<file path="src/rtl/serial_adder_if.sv">
// ---------------------------------------------------------------------------
// serial_adder_if
// Handshake and data bundle between a requester and the bit-serial adder.
//
// Signals:
//   start  requester -> adder   request a new addition
//   a, b   requester -> adder   operands, captured on the accepted start edge
//   busy   adder -> requester   high while bits are being processed
//   done   adder -> requester   one-cycle pulse when sum/cout are fresh
//   sum    adder -> requester   (a+b) mod 2^WIDTH, held until next completion
//   cout   adder -> requester   carry out of the MSB, valid with sum
//
// Modports:
//   master  requester side (drives start, a, b)
//   slave   adder side (drives busy, done, sum, cout)
// ---------------------------------------------------------------------------
interface serial_adder_if #(
    parameter int WIDTH = 8
);
    logic             start;
    logic [WIDTH-1:0] a;
    logic [WIDTH-1:0] b;
    logic             busy;
    logic             done;
    logic [WIDTH-1:0] sum;
    logic             cout;

    modport master (
        output start,
        output a,
        output b,
        input  busy,
        input  done,
        input  sum,
        input  cout
    );

    modport slave (
        input  start,
        input  a,
        input  b,
        output busy,
        output done,
        output sum,
        output cout
    );
endinterface

</file>
<file path="src/rtl/serial_adder.sv">
// ---------------------------------------------------------------------------
// serial_adder
// Bit-serial WIDTH-bit adder, one bit per clock, LSB first, with a registered
// carry. Rebuilds a minuend from a difference and a subtrahend (A = D + B),
// so it pairs naturally with the subtractor blocks as a checker.
//
// Parameters:
//   WIDTH  operand/result width in bits, legal range 2..32
//
// Ports:
//   clk   input   rising-edge clock
//   rst   input   synchronous, active-high reset
//   bus   slave   serial_adder_if: start/a/b in, busy/done/sum/cout out
//
// Timing: a start accepted at edge k keeps busy high after edges k..k+WIDTH-1,
// and done is high for the single cycle after edge k+WIDTH. Holding start
// high gives one result every WIDTH+1 cycles.
// ---------------------------------------------------------------------------
module serial_adder #(
    parameter int WIDTH = 8
) (
    input  logic          clk,
    input  logic          rst,
    serial_adder_if.slave bus
);

    // One extra counter bit so the count can reach WIDTH after the final
    // bit without wrapping, even at WIDTH=32.
    localparam int              CNT_W    = $clog2(WIDTH) + 1;
    localparam logic [CNT_W-1:0] LAST_BIT = CNT_W'(WIDTH - 1);

    typedef enum logic [1:0] {
        IDLE = 2'd0,
        RUN  = 2'd1,
        DONE = 2'd2
    } state_t;

    state_t           state;
    state_t           state_next;

    logic [WIDTH-1:0] a_sh;
    logic [WIDTH-1:0] b_sh;
    // Partial result: only WIDTH-1 bits need storing, the final bit goes
    // straight from the adder cell into sum on the last edge.
    logic [WIDTH-2:0] res_sh;
    logic             carry;
    logic [CNT_W-1:0] bit_cnt;
    logic [WIDTH-1:0] sum_q;
    logic             cout_q;

    logic             accept;
    logic             last_bit;
    logic             sum_bit;
    logic             carry_next;
    logic [WIDTH-1:0] res_full;

    // State register.
    always_ff @(posedge clk) begin
        if (rst) begin
            state <= IDLE;
        end else begin
            state <= state_next;
        end
    end

    // Next-state logic. start is only honoured in IDLE or DONE; in DONE it
    // chains straight into the next operation with no idle gap.
    always_comb begin
        state_next = state;
        accept     = 1'b0;
        case (state)
            IDLE: begin
                if (bus.start) begin
                    state_next = RUN;
                    accept     = 1'b1;
                end
            end
            RUN: begin
                if (bit_cnt == LAST_BIT) begin
                    state_next = DONE;
                end
            end
            DONE: begin
                if (bus.start) begin
                    state_next = RUN;
                    accept     = 1'b1;
                end else begin
                    state_next = IDLE;
                end
            end
            default: begin
                state_next = IDLE;
            end
        endcase
    end

    // One-bit full adder cell working on the current LSBs.
    always_comb begin
        sum_bit    = a_sh[0] ^ b_sh[0] ^ carry;
        carry_next = (a_sh[0] & b_sh[0]) | (a_sh[0] & carry) | (b_sh[0] & carry);
        res_full   = {sum_bit, res_sh};
        last_bit   = (state == RUN) && (bit_cnt == LAST_BIT);
    end

    // Datapath. Operands shift right so bit 0 is always the bit being added;
    // the result fills in from the MSB side so after WIDTH edges bit 0 of the
    // first sum bit has landed in the LSB position.
    always_ff @(posedge clk) begin
        if (rst) begin
            a_sh    <= '0;
            b_sh    <= '0;
            res_sh  <= '0;
            carry   <= 1'b0;
            bit_cnt <= '0;
            sum_q   <= '0;
            cout_q  <= 1'b0;
        end else if (accept) begin
            a_sh    <= bus.a;
            b_sh    <= bus.b;
            res_sh  <= '0;
            carry   <= 1'b0;
            bit_cnt <= '0;
        end else if (state == RUN) begin
            a_sh    <= {1'b0, a_sh[WIDTH-1:1]};
            b_sh    <= {1'b0, b_sh[WIDTH-1:1]};
            res_sh  <= res_full[WIDTH-1:1];
            carry   <= carry_next;
            bit_cnt <= bit_cnt + CNT_W'(1);
            // Visible outputs change only on completion so the previous
            // result stays readable while the next one is being built.
            if (last_bit) begin
                sum_q  <= res_full;
                cout_q <= carry_next;
            end
        end
    end

    assign bus.busy = (state == RUN);
    assign bus.done = (state == DONE);
    assign bus.sum  = sum_q;
    assign bus.cout = cout_q;

endmodule

</file>
<file path="src/flat_wrapper.sv">
// flat-port wrapper written by rule: the top's interface ports become plain ports
module serial_adder_flat 
#(
    parameter int WIDTH = 8
)
  (clk, rst, bus_start, bus_a, bus_b, bus_busy, bus_done, bus_sum, bus_cout);
  serial_adder_if #(.WIDTH(WIDTH)) bus_i ();
  input  logic clk;
  input  logic rst;
  input wire logic [$bits(bus_i.start)-1:0] bus_start;
  input wire logic [$bits(bus_i.a)-1:0] bus_a;
  input wire logic [$bits(bus_i.b)-1:0] bus_b;
  output wire logic [$bits(bus_i.busy)-1:0] bus_busy;
  output wire logic [$bits(bus_i.done)-1:0] bus_done;
  output wire logic [$bits(bus_i.sum)-1:0] bus_sum;
  output wire logic [$bits(bus_i.cout)-1:0] bus_cout;
  assign bus_i.start = bus_start;
  assign bus_i.a = bus_a;
  assign bus_i.b = bus_b;
  assign bus_busy = bus_i.busy;
  assign bus_done = bus_i.done;
  assign bus_sum = bus_i.sum;
  assign bus_cout = bus_i.cout;
  serial_adder #(.WIDTH(WIDTH)) u_core (.clk(clk), .rst(rst), .bus(bus_i));
endmodule
</file>
<file path="config.mk">
export PLATFORM = sky130hd
export DESIGN_NAME = serial_adder_flat
export DESIGN_NICKNAME = d
export VERILOG_FILES = /design/src/rtl/serial_adder_if.sv /design/src/rtl/serial_adder.sv /design/src/flat_wrapper.sv
export SDC_FILE = /design/constraint.sdc
export NUM_CORES = 1
export LEC_CHECK = 0
export ABC_AREA = 0
export CAP_MARGIN = 20
export CORE_ASPECT_RATIO = 1.25
export CORE_UTILIZATION = 30
export DETAILED_ROUTE_END_ITERATION = 6
export PLACE_DENSITY_LB_ADDON = 0.08
export REMOVE_ABC_BUFFERS = 1
export SYNTH_ARGS = -nofsm -noshare
export SYNTH_HDL_FRONTEND = slang
export SYNTH_SLANG_ARGS = --single-unit
export TNS_END_PERCENT = 5
</file>
<file path="constraint.sdc">
create_clock -name clk -period 3.2 [get_ports clk]
set_clock_uncertainty 0.15 [all_clocks]
set_input_delay 0.96 -clock clk [delete_from_list [all_inputs] [get_ports clk]]
set_output_delay 0.96 -clock clk [all_outputs]
set_load 0.005 [all_outputs]
</file>
==> run summary <==
The run finished with clean final reports. The worst hold path begins at u_core.bus.sum[4]. The number of endpoints with negative hold slack in the final report was 0; the area of the die was 5460 µm². Of the cells placed in the final design, the portion with a size suffix greater than 1 is 6.76%. The floorplan step defined a core boundary enclosing 4830 µm². The post-route minimum period is 2.43 ns, and the number of buffers added to fix hold violations after cts is 0. The clock insertion delay at the later pin of the skew report is 0.29 ns.

The cell at the root of the clock tree is clkbuf_8. The critical path goes through nand2b_1, clkinv_1, clkdlybuf4s50_1. The logs give 2 for the count of H-tree levels built during CTS and 0 for the post-cts gate resize count. dfxtp_1 takes more of the synthesized area than any other cell. For the number of buffers added for setup after CTS, the log shows 0. The startpoint identified for the worst register-to-register timing path is u_core.bit_cnt[0]. The detailed-route via count was 1,335.

The tools report the number of global-route vias before repair as 1,230. The clock net in this run drives a total of 39 sinks. Counting both buffers and inverters, the worst setup path holds a total of 2.

The layout has 501 filler cells. The total power divided by cell area came out at 530 nW/µm². The final number of max-transition violations was 0.

Detailed placement ended at an HPWL of 2220 µm. The clock transition at the registers of the reported paths was 0.08 ns; the via density per instance was 5.00. The min-delay analysis places its worst path in the category reg -> reg. The worst-path cell with the longest stage delay was clkdlybuf4s50_1. The post-layout total power came out at 1060 µW. The largest single stage delay on the critical path is 0.49 ns. By area the synthesized netlist is led by dfxtp_1 50%, nand2_1 10%, mux2i_1 6.5%. The remaining design rule violation count is 0. In the synthesized netlist, the number of instances is 179. Sequential elements use 50.4% of the synthesized area. In the finished design, the share of the clock period the worst path needs comes to 76.0%.

The worst setup path is launched from a flip-flop. The placer congestion estimate is 0.696, and the transition time of the tightest slew-check pin is 0.550 ns. At the worst endpoint, the arrival time is 1.32 ns.

The number of input and output port buffers inserted was 29. The class of the most critical setup path is reg -> out. Setup violations remaining at the end of the flow were counted as 0. The logs give 28 for the row count and 3280 µm for the final wirelength.

The number of unique standard cell types used by synthesis is 28, and the effective utilization at floorplan is 32.0%. 0 antenna diodes ended up in the layout. Measured along the y axis, the die boundary spans 82.3 µm. For this design the static power due to leakage is 0.000675 µW. The headroom to the max-slew limit is 63.3%. The area share of the largest cell type after synthesis is 50.4%, and the top-level port count is 30. Setup repair after global routing left no endpoint under its margin.

STA classifies the critical path endpoint as an output port. The tools report the maximum number of pins on one net before global-route repair as 29. Static timing analysis puts the maximum clock frequency at 0.411 GHz. The first global-routing pass estimated 5550 µm of wire. The synthesized design contains 39 register bits. During synthesis, Yosys emitted a total of 0 warnings. Remaining global-route overflow: 0. For the overall routing resource usage, the log shows 13.6%. TritonCTS built the clock tree. Broken down by cell family, the worst path's largest delay share belongs to buffers and inverters. The final layout net count is 227, and the maximum fanout count along the critical path is 3. Largest vdd supply drop: 0.000286 V. Adding up every negative setup slack in the final design gives 0 ns.

The run gives 0 as the initial antenna violation count. The number of nets with antenna violations after routing came out at 0. Tracing the worst setup path back leads to its startpoint at u_core.state[1].

In the final routed layout, each cell accounts on average for 12.3 µm. The count of maximum capacitance violations is 0. The logs give 86 for the number of DRC markers after the initial detailed-route iteration and 4 for the count of TritonRoute iterations in the first routing pass. After synthesis, the mean cell area works out to 8.65 µm².

From synthesis to final layout, the design area changed by 28.7%. Data on the critical path is required at its endpoint by 2.09 ns. The clock passes through at most 2 buffers. After synthesis the cells add up to 1550 µm². The overall die width came out at 66.3 µm. CTS buffer count: 5.
-- stage by stage --
stage / instance area [µm²] / hold WS [ns] / cells / setup WS, ns / util [%]
floorplan: 1470 / 0.287 / 165 / 0.486 / -
global placement: 1880 / 0.291 / 259 / 0.730 / 38.8
detailed placement: 1880 / 0.298 / 259 / 0.666 / 38.8
CTS: 1990 / 0.310 / 267 / 0.744 / 41.2
global route: 1990 / 0.330 / 267 / 0.698 / 41.2
finish: 1990 / 0.308 / 267 / 0.767 / 41.2
-- report_power, final --
| group | switching (µW) | internal, µW |
|---|---|---|
| registers | 12.6 | 506 |
| logic | 60.0 | 52.9 |
| clock network | 173 | 252 |
-- path summary, 6_finish.rpt --
kind	end	slack, ns	cells after the start
worst min register to register	u_core.bus.sum[4]	0.31	2
worst max register to register	u_core.bus.cout	1.64	4
worst max-delay path	bus_busy	0.77	3
worst min-delay path	u_core.bus.sum[4]	0.31	2
-- logic make-up (layout without fill, tap and decap cells) --
family | Yosys count | count (layout) | share of synthesized area, %
XOR/XNOR | 2 | 2 | 1.13
AND/OR/NAND/NOR | 78 | 78 | 22.8
multiplexers | 10 | 10 | 6.46
buffers and inverters | 16 | 44 | 5.41
adder cells (fa/ha/maj) | 2 | 2 | 2.10
AO/OA/AOI/OAI | 32 | 32 | 11.7
flip-flops | 39 | 39 | 50.4
-- cells in the final DEF, fill, tap and decap left out, types with 2 or more instances in the layout --
cell and n:
a21oi_1 15, nand2_1 42, o21ai_0 3, a22oi_1 3
clkdlybuf4s50_1 29, nor2_1 3, nand3_1 5, clkbuf_8 6
mux2i_1 10, dfxtp_1 39, buf_4 5, o22ai_1 9
a31oi_1 2, nand2b_1 2, nor3_1 20, nand3b_1 2
-- cells in the mapped netlist --
master,instances
nand3b_1,2
dfxtp_1,39
inv_1,1
a21oi_1,15
nand2b_1,2
nand3_1,5
clkbuf_2,1
nor2_4,1
or3_1,1
nor2b_1,1
ha_1,1
fa_1,1
clkbuf_1,2
buf_6,1
and2b_1,1
nand2_1,42
xor2_1,1
o22ai_1,9
buf_4,1
nor2_1,3
o21ai_0,3
nor3_1,20
a31oi_1,2
clkinv_1,1
buf_2,9
xnor2_1,1
mux2i_1,10
a22oi_1,3
-- sequential cells by signal, summed over array words and instances, names as in the netlist --
signal,cells
u_core.a_sh,8
u_core.b_sh,8
u_core.bus.sum,8
u_core.res_sh,7
u_core.bit_cnt,4
u_core.state,2
u_core.bus.cout,1
u_core.carry,1
-- cell type report --
| type | count | area, µm² | share of cell area [%] |
|---|---|---|---|
| clock buffers | 6 | 82.6 | 4.14 |
| clock inverters | 2 | 35.0 | 1.76 |
| inverters | 2 | 7.51 | 0.377 |
| multi-input cells | 124 | 684 | 34.3 |
| flip-flops and latches | 39 | 781 | 39.2 |
| well taps | 60 | 75.1 | 3.77 |
| repair buffers | 34 | 328 | 16.4 |
-- metal layers --
layer	share of wire [%]	global-route usage (%)	wire [µm]
met5	0	0	0
met2	48	23.0	1590
met3	4.7	4.40	154
met4	1.6	5.11	51
met1	45	16.1	1480
-- worst min-delay path: cells and delay by family, from the launching register on --
kind	cells	cell delay [ns]
and+or+nand+nor	1	0.05
muxes	1	0.05
DFF	1	0.32
No activity file was read; power rests on OpenSTA's default activity.
